==> src/rtl/line_cache_if.sv <==
// line_cache_if: processor load/store port and single-word memory port of
// the line cache, bundled into one interface.
//   slave  : the cache side (takes requests, drives load data / memory bus)
//   master : the processor + memory side (drives requests, refill data, ack)
// Processor side: pAddr, pDataOut, readRequest, writeRequest -> cache;
//                 pDataIn, busyClock <- cache.
// Memory side:    mAddr, mDataOut, mRead, mWrite <- cache;
//                 mDataIn, mAck -> cache.
interface line_cache_if #(
  parameter int DWS = 16,
  parameter int MAS = 10
);
  logic [MAS-1:0] pAddr;
  logic [DWS-1:0] pDataOut;
  logic [DWS-1:0] pDataIn;
  logic           readRequest;
  logic           writeRequest;
  logic           busyClock;
  logic [MAS-1:0] mAddr;
  logic [DWS-1:0] mDataOut;
  logic [DWS-1:0] mDataIn;
  logic           mRead;
  logic           mWrite;
  logic           mAck;

  modport slave (
    input  pAddr, pDataOut, readRequest, writeRequest, mDataIn, mAck,
    output pDataIn, busyClock, mAddr, mDataOut, mRead, mWrite
  );

  modport master (
    output pAddr, pDataOut, readRequest, writeRequest, mDataIn, mAck,
    input  pDataIn, busyClock, mAddr, mDataOut, mRead, mWrite
  );
endinterface

==> src/rtl/line_cache.sv <==
// line_cache: direct-mapped, write-back, write-allocate cache with
// 2^WPLB-word lines between a processor load/store port and a single-word
// handshaked memory port. Hits complete combinationally; a miss stalls via
// busyClock, writes back a dirty victim word by word, then refills the line.
// Ports:
//   clk        : sole clock, rising edge
//   reset      : synchronous, active-low
//   bus        : line_cache_if.slave (processor and memory signals)
//   hitCount   : 16-bit hit counter    (only with CACHE_STATS_EN)
//   missCount  : 16-bit miss counter   (only with CACHE_STATS_EN)
// Optional feature macro: CACHE_STATS_EN adds the hit/miss counters.
// Address split: {tag, index, offset} = pAddr, tag width MAS-CLAS-WPLB.
module line_cache #(
  parameter int DWS  = 16,
  parameter int MAS  = 10,
  parameter int CLAS = 5,
  parameter int WPLB = 2
) (
  input  logic            clk,
  input  logic            reset,
  line_cache_if.slave     bus
`ifdef CACHE_STATS_EN
  ,
  output logic [15:0]     hitCount,
  output logic [15:0]     missCount
`endif
);
  localparam int TW    = MAS - CLAS - WPLB;
  localparam int LINES = 1 << CLAS;
  localparam int WPL   = 1 << WPLB;

  generate
    if (TW < 1) begin : g_tw_chk
      $error("line_cache: tag width MAS-CLAS-WPLB must be at least 1");
    end
  endgenerate

  typedef enum logic [1:0] {IDLE, WBACK, FILL} state_e;

  // line storage
  logic [LINES-1:0] valid_q, dirty_q;
  logic [TW-1:0]    tag_q  [LINES];
  logic [DWS-1:0]   data_q [LINES][WPL];

  // miss bookkeeping
  state_e           state_q, state_d;
  logic [WPLB-1:0]  wc_q, wc_d;
  logic [TW-1:0]    mtag_q;
  logic [CLAS-1:0]  midx_q;

  // address split
  logic [TW-1:0]    p_tag;
  logic [CLAS-1:0]  p_idx;
  logic [WPLB-1:0]  p_off;
  assign {p_tag, p_idx, p_off} = bus.pAddr;

  logic req, hit, last_word;
  logic hit_we, miss_start, wb_done, fill_we, fill_done;

  assign req       = bus.readRequest | bus.writeRequest;
  assign hit       = valid_q[p_idx] && (tag_q[p_idx] == p_tag);
  assign last_word = &wc_q;

  assign bus.pDataIn = data_q[p_idx][p_off];

  always_comb begin
    state_d       = state_q;
    wc_d          = wc_q;
    bus.busyClock = 1'b0;
    bus.mRead     = 1'b0;
    bus.mWrite    = 1'b0;
    bus.mAddr     = '0;
    bus.mDataOut  = '0;
    hit_we        = 1'b0;
    miss_start    = 1'b0;
    wb_done       = 1'b0;
    fill_we       = 1'b0;
    fill_done     = 1'b0;

    case (state_q)
      IDLE: begin
        if (req) begin
          if (hit) begin
            // a write wins when both requests are high
            hit_we = bus.writeRequest;
          end else begin
            bus.busyClock = 1'b1;
            miss_start    = 1'b1;
            wc_d          = '0;
            state_d       = (valid_q[p_idx] && dirty_q[p_idx]) ? WBACK : FILL;
          end
        end
      end
      WBACK: begin
        bus.busyClock = 1'b1;
        bus.mWrite    = 1'b1;
        // victim still owns the line, so its tag is the one in the array
        bus.mAddr     = {tag_q[midx_q], midx_q, wc_q};
        bus.mDataOut  = data_q[midx_q][wc_q];
        if (bus.mAck) begin
          wc_d = wc_q + 1'b1;  // wraps to 0 after the last word
          if (last_word) begin
            wb_done = 1'b1;
            state_d = FILL;
          end
        end
      end
      FILL: begin
        bus.busyClock = 1'b1;
        bus.mRead     = 1'b1;
        bus.mAddr     = {mtag_q, midx_q, wc_q};
        if (bus.mAck) begin
          fill_we = 1'b1;
          wc_d    = wc_q + 1'b1;
          if (last_word) begin
            fill_done = 1'b1;
            state_d   = IDLE;
          end
        end
      end
      default: state_d = IDLE;
    endcase

    // while reset is held the memory port and stall are quiet and no
    // storage is touched, so an in-flight transfer is simply dropped
    if (!reset) begin
      bus.busyClock = 1'b0;
      bus.mRead     = 1'b0;
      bus.mWrite    = 1'b0;
      bus.mAddr     = '0;
      bus.mDataOut  = '0;
      hit_we        = 1'b0;
      miss_start    = 1'b0;
      wb_done       = 1'b0;
      fill_we       = 1'b0;
      fill_done     = 1'b0;
    end
  end

  // control state with reset
  always_ff @(posedge clk) begin
    if (!reset) begin
      state_q <= IDLE;
      wc_q    <= '0;
      valid_q <= '0;
      dirty_q <= '0;
    end else begin
      state_q <= state_d;
      wc_q    <= wc_d;
      if (hit_we)    dirty_q[p_idx]  <= 1'b1;
      if (wb_done)   dirty_q[midx_q] <= 1'b0;
      // valid only rises once the whole line is in, so an abandoned
      // refill leaves the line invalid
      if (fill_done) valid_q[midx_q] <= 1'b1;
    end
  end

  // data, tags and miss latches: qualified by valid/state, no reset needed
  always_ff @(posedge clk) begin
    if (miss_start) begin
      mtag_q <= p_tag;
      midx_q <= p_idx;
    end
    if (hit_we)    data_q[p_idx][p_off] <= bus.pDataOut;
    if (fill_we)   data_q[midx_q][wc_q] <= bus.mDataIn;
    if (fill_done) tag_q[midx_q]        <= mtag_q;
  end

`ifdef CACHE_STATS_EN
  logic        pend_q;
  logic [15:0] hit_cnt_q, miss_cnt_q;
  logic        idle_hit;

  assign idle_hit = (state_q == IDLE) && req && hit;

  always_ff @(posedge clk) begin
    if (!reset) begin
      pend_q     <= 1'b0;
      hit_cnt_q  <= '0;
      miss_cnt_q <= '0;
    end else begin
      if (miss_start) begin
        miss_cnt_q <= miss_cnt_q + 16'd1;
        pend_q     <= 1'b1;
      end
      // the hit that completes a miss is part of that miss, not a new hit
      if (idle_hit) begin
        if (pend_q) pend_q    <= 1'b0;
        else        hit_cnt_q <= hit_cnt_q + 16'd1;
      end
    end
  end

  assign hitCount  = hit_cnt_q;
  assign missCount = miss_cnt_q;
`endif
endmodule

==> src/flat_wrapper.sv <==
// flat-port wrapper written by rule: the top's interface ports become plain ports
module line_cache_flat 
#(
  parameter int DWS  = 16,
  parameter int MAS  = 10,
  parameter int CLAS = 5,
  parameter int WPLB = 2
)
  (clk, reset, bus_pAddr, bus_pDataOut, bus_readRequest, bus_writeRequest, bus_mDataIn, bus_mAck, bus_pDataIn, bus_busyClock, bus_mAddr, bus_mDataOut, bus_mRead, bus_mWrite);
  line_cache_if #(.DWS(DWS), .MAS(MAS)) bus_i ();
  input  logic clk;
  input  logic reset;
  input wire logic [$bits(bus_i.pAddr)-1:0] bus_pAddr;
  input wire logic [$bits(bus_i.pDataOut)-1:0] bus_pDataOut;
  input wire logic [$bits(bus_i.readRequest)-1:0] bus_readRequest;
  input wire logic [$bits(bus_i.writeRequest)-1:0] bus_writeRequest;
  input wire logic [$bits(bus_i.mDataIn)-1:0] bus_mDataIn;
  input wire logic [$bits(bus_i.mAck)-1:0] bus_mAck;
  output wire logic [$bits(bus_i.pDataIn)-1:0] bus_pDataIn;
  output wire logic [$bits(bus_i.busyClock)-1:0] bus_busyClock;
  output wire logic [$bits(bus_i.mAddr)-1:0] bus_mAddr;
  output wire logic [$bits(bus_i.mDataOut)-1:0] bus_mDataOut;
  output wire logic [$bits(bus_i.mRead)-1:0] bus_mRead;
  output wire logic [$bits(bus_i.mWrite)-1:0] bus_mWrite;
  assign bus_i.pAddr = bus_pAddr;
  assign bus_i.pDataOut = bus_pDataOut;
  assign bus_i.readRequest = bus_readRequest;
  assign bus_i.writeRequest = bus_writeRequest;
  assign bus_i.mDataIn = bus_mDataIn;
  assign bus_i.mAck = bus_mAck;
  assign bus_pDataIn = bus_i.pDataIn;
  assign bus_busyClock = bus_i.busyClock;
  assign bus_mAddr = bus_i.mAddr;
  assign bus_mDataOut = bus_i.mDataOut;
  assign bus_mRead = bus_i.mRead;
  assign bus_mWrite = bus_i.mWrite;
  line_cache #(.DWS(DWS), .MAS(MAS), .CLAS(CLAS), .WPLB(WPLB)) u_core (.clk(clk), .reset(reset), .bus(bus_i));
endmodule
==> config.mk <==
export PLATFORM = sky130hd
export DESIGN_NAME = line_cache_flat
export DESIGN_NICKNAME = d
export VERILOG_FILES = /design/src/rtl/line_cache_if.sv /design/src/rtl/line_cache.sv /design/src/flat_wrapper.sv
export SDC_FILE = /design/constraint.sdc
export NUM_CORES = 2
export LEC_CHECK = 0
export CORE_UTILIZATION = 50
export CTS_CLUSTER_SIZE = 12
export DETAILED_ROUTE_END_ITERATION = 16
export GPL_ROUTABILITY_DRIVEN = 0
export PLACE_DENSITY = 0.76
export SYNTH_ARGS = -nofsm -noshare
export SYNTH_HDL_FRONTEND = slang
export SYNTH_SLANG_ARGS = --single-unit
export TNS_END_PERCENT = 30
==> constraint.sdc <==
create_clock -name clk -period 7.5 [get_ports clk]
set_clock_uncertainty 0.05 [all_clocks]
set_input_delay 1.5 -clock clk [delete_from_list [all_inputs] [get_ports clk]]
set_output_delay 1.5 -clock clk [all_outputs]
set_load 0.01 [all_outputs]
# ---- Yosys cells after proc, flatten, opt, wreduce, memory -nomap -nowiden
# Memories as Yosys holds them, arrays and structs flattened. A register that Yosys moved wholly into a read port is not among the register bits.
# Cells that the tools add are included.
dict set report totals {
  ff_bits 76
  input_bits 47
  n_memories 2
  output_inout_bits 45
  elab_cells 118
  ram_bits 2144
}
dict set report op_classes {
  n_eq_ne 10
  n_mux 71
  magnitude_cmp 8
  n_bitwise 7
  add_sub_neg 1
  reduce_logical 13
}
# memory words width read_ports rd_ports_with_merged_regs wr line
set memory_table {}
lappend memory_table {u_core.data_q 32 64 2 1 1 line_cache.sv:43} ;# logic [DWS-1:0] data_q [LINES][WPL];
lappend memory_table {u_core.tag_q 32 3 2 1 1 line_cache.sv:42} ;# logic [TW-1:0] tag_q [LINES];
# op n
set op_table {}
lappend op_table {{$mux 64} 4}
lappend op_table {{$mux 16} 8}
lappend op_table {{$mux 32} 3}
lappend op_table {{$bmux 16 s2} 2}
lappend op_table {{$demux 16 s2} 2}
lappend op_table {{$or 32x32->32} 2}
lappend op_table {{$reduce_or 64->1} 1}
lappend op_table {{$and 32x32->32} 1}
lappend op_table {{$not 32->32} 1}
lappend op_table {{$mux 1} 30}
lappend op_table {{$mux 2} 10}
lappend op_table {{$pmux 10 s2} 1}
lappend op_table {{$mux 5} 3}
lappend op_table {{$lt 5x6->1 const B} 2}
lappend op_table {{$bmux 1 s5} 2}
lappend op_table {{$demux 1 s5} 2}
lappend op_table {{$ge 5x1->1 const B} 2}
lappend op_table {{$mux 10} 1}
lappend op_table {{$ne 2x1->1 const B} 4}
lappend op_table {{$ge 3x3->1 const B} 2}
lappend op_table {{$logic_and 1x1->1} 6}
lappend op_table {{$lt 3x1->1 const B} 2}
lappend op_table {{$ne 2x2->1 const B} 3}
lappend op_table {{$not 2->3} 2}
lappend op_table {{14 further kinds} 14}

# ---- Depth between registers and ports, before layout
dict set report logic_depth {
  ltp_word 11
  mapped_depth 13
  ltp_nobuf 10
}

# ---- Worst setup path before layout
# OpenSTA, ideal clock, no wires.
dict set report synth_timing {
  kind {input-to-output}
  start {input bus_pAddr[2]}
  end {output bus_pDataIn[11]}
  path_slack_ns 2.063
  stages 11
  arrival_time_ns 3.887
  t_required_ns 5.950
  path_buffers 6
  path_cell_list {clkbuf_1 buf_6 buf_6 buf_2 clkbuf_1 buf_2 mux4_2 a221oi_1 nand4_1 o211ai_1 o21ai_0}
}
dict set report synth_via {
  elab_chain_cells 4
}
# element line
set synth_lines {}
lappend synth_lines {{start: declaration} flat_wrapper.sv:13} ;# input wire logic [$bits(bus_i.pAddr)-1:0] bus_pAddr;
lappend synth_lines {{$mem_v2 32x64} n/a}
lappend synth_lines {{$bmux 16 s2} line_cache.sv:64} ;# assign bus.pDataIn = data_q[p_idx][p_off];
lappend synth_lines {{$mux 16 (implied by the code) (2 in a row)} line_cache.sv:64}
lappend synth_lines {{end: declaration} flat_wrapper.sv:19} ;# output wire logic [$bits(bus_i.pDataIn)-1:0] bus_pDataIn;
# No other way between the ends. The select of a mux whose other input is x is not followed.

# ---- Final worst setup path
dict set report layout_timing {
  start {input bus_pAddr[4]}
  end {output bus_pDataIn[9]}
}
# Same word-level chain as after synthesis.

==> run summary <==
Status = complete, no violations
Max_slew headroom = 15.7%
Maximum clock rate = 0.136 GHz
DR vias/cell = 7.46
Worst path slowest cell = clkdlybuf4s50_1
Fin. max-slew vios = 0
Most common library cell in the layout ignoring fill and taps = edfxtp_1
Crit path cell chain = clkdlybuf4s50_1 -> and3_4 -> buf_4 -> a22o_1 -> a221oi_1 -> nand4_1 -> o21ai_0 -> o21ai_1 -> buf_4 -> clkdlybuf4s50_1
CTS root buffer = clkbuf_16
Initial antenna violation count = 20
First-pass GRT wire length = 437 mm
Cell area after layout = 114000 µm²
CTS sink count = 2225
Layout cells sized above 1 = 37.6%
I/O Buffers = 91
Total track usage = 30.4%
Final TNS setup = 0 ns
Routed WL = 311 mm
Critical path's largest stage delay = 0.92 ns
Unrepaired setup endpoints after global routing = no
CTS tree = built
DR DRC count = 0
Synth Warn # = 0
Clock slew at reported path FFs = 0.06 ns
H-tree depth = 4
Synthesized instance count = 4920
Dpl cell area = 108000 µm²
Worst EP required = 5.95 ns
Core Area = 203000 µm²
Worst setup margin = 0.143 ns
Largest net degree at the start of global routing = 99
Period utilisation layout = 98.1%
Worst setup EP type = output pin
Post-Layout Cell Count = 7938
Clock tree buffer depth = 3
Power Dens Cells = 241 nW/µm²
Pre-CTS setup slack = 0.237 ns
Mapped cell area = 102000 µm²
Clock Latency Late Sink = 0.89 ns
Final min period = 7.36 ns
TritonRoute pass-1 iters = 6
Post-route ant nets = 0
CP Data Arrival Time = 5.81 ns
DR iter-0 viols = 10400
Hold_ws = 0.419 ns
Crit Path Max Fanout = 21
Die span in x = 454 µm
Post-synth net total = 4975
Initial core utilization = 50.4%
Avg Inst Size Synth = 20.7 µm²
Async SR Flop Fraction = 0%
CTS buffer count = 218
Hold bufs inserted after CTS = 0
Vias in the first global route = 57900
Yosys cell types = 53
Max Cap Viol = 0
Final Setup Violations = 0
Pleak = 0.0349 µW
Post-CTS Repair Setup Buffers = 0
Register bit count reported by yosys = 2225
Dpl hpwl = 194 mm
Syn-to-layout area delta = 12.0%
Number of synthesized flops with an enable pin = 2152
Die ar. = 206000 µm²
Num rows = 165
Aggregate global routing overflow = 0
Top_reg_cell synth = edfxtp_1
Commonest cells after routing, fill and taps aside = 2152 x edfxtp_1, 1230 x mux4_2, 258 x buf_4, 222 x clkbuf_16, 203 x a22oi_1
Final Hold Viols = 0
Crit Path Class = in2out
Startpoint types = input port
Max rail drop VDD = 0.000279 V
Io pins = 92
Vias = 59200
Worst slew pin tran = 1.26 ns
DR WL/cell = 39.1 µm
Layout Nets = 5183
Post-CTS resize count = 0
HP Class = reg2reg
Die Height = 454 µm
# placed instances = 7580
Sequential area share after synthesis = 64.8%
[final timing paths]
kind,cells after the start,end,start,slack (ns)
worst min-delay path,1,u_core.valid_q[26],u_core.valid_q[26],0.42
worst min register to register,1,u_core.valid_q[26],u_core.valid_q[26],0.42
worst max register to register,10,u_core.data_q[3][20],u_core.wc_q[1],1.62
worst max-delay path,10,bus_pDataIn[9],bus_pAddr[4],0.14
[synthesized netlist by cell type, drive strengths merged (4+ instances only)]
| cell type | instances | share of area [%] |
|---|---|---|
| a221oi | 32 | 0.27 |
| a22o | 32 | 0.27 |
| a22oi | 203 | 1.5 |
| a31oi | 32 | 0.20 |
| a41oi | 4 | 0.11 |
| and2 | 12 | 0.074 |
| buf | 167 | 0.81 |
| clkbuf | 239 | 0.88 |
| dfxtp | 73 | 1.4 |
| edfxtp | 2152 | 63 |
| ha | 8 | 0.098 |
| inv | 6 | 0.022 |
| mux2 | 10 | 0.11 |
| mux2i | 54 | 0.53 |
| mux4 | 1230 | 27 |
| nand2 | 121 | 0.45 |
| nand3 | 42 | 0.21 |
| nand4 | 68 | 0.42 |
| nand4b | 4 | 0.034 |
| nor2 | 254 | 0.93 |
| nor2b | 4 | 0.025 |
| nor3 | 7 | 0.045 |
| nor3b | 5 | 0.052 |
| nor4 | 6 | 0.037 |
| o211ai | 17 | 0.13 |
| o21a | 9 | 0.066 |
| o21ai | 67 | 0.33 |
| o22ai | 24 | 0.15 |
| or4b | 4 | 0.039 |
| or4bb | 6 | 0.066 |
[cells by family after synthesis]
kind of cell / Yosys count / synth area share (%)
flops: 2225 / 64.8
mux: 1294 / 27.8
simple gates: 547 / 2.49
compound gates: 432 / 3.12
buf+inv: 414 / 1.72
fa+ha+maj: 8 / 0.0981
[critical path, delay by kind of cell]
kind                   cells  cell delay (ns)
AOI/OAI and AO/OA          4             1.24
buffers and inverters      4             2.07
and+or+nand+nor            2             0.96
[power by group]
group / total (µW) / switching (µW) / internal, µW
Clock: 10200 / 4630 / 5550
Combinational: 3400 / 1980 / 1430
Sequential: 13900 / 104 / 13800
[area by class of cell]
| cell class | count | area [µm²] |
|---|---|---|
| diodes | 4 | 10.0 |
| clock buffers | 297 | 5870 |
| clock inverters | 57 | 482 |
| fillers | 14400 | 88200 |
| inverters | 8 | 30.0 |
| multi-input cells | 2281 | 34700 |
| flip-flops and latches | 2225 | 66100 |
| well taps | 2672 | 3340 |
| repair buffers | 394 | 3770 |
[stage by stage]
| stage | util [%] | total power, µW |
|---|---|---|
| 2_1_floorplan | - | 16200 |
| 3_3_place_gp | 53.3 | 17400 |
| 3_5_place_dp | 53.3 | 17500 |
| 4_1_cts | 56.4 | 27500 |
| 5_1_grt | 56.4 | 28000 |
| 6_report | 56.4 | 27500 |
[registers in the layout, summed over array words and instances, names as in the netlist, named ones only]
name            cells
u_core.valid_q     32
u_core.dirty_q     32
u_core.data_q    2048
u_core.midx_q       5
u_core.tag_q       96
u_core.state_q      2
u_core.mtag_q       3
u_core.wc_q         2
[layer usage]
layer / GRT usage, % / vias to the layer above / wire [µm]
li1: - / 22000 / -
met1: 41.1 / 30900 / 104000
met2: 45.3 / 5425 / 142000
met3: 8.67 / 839 / 45500
met4: 15.3 / 6 / 18200
met5: 0.373 / - / 146
No activity file was read; power rests on OpenSTA's default activity.
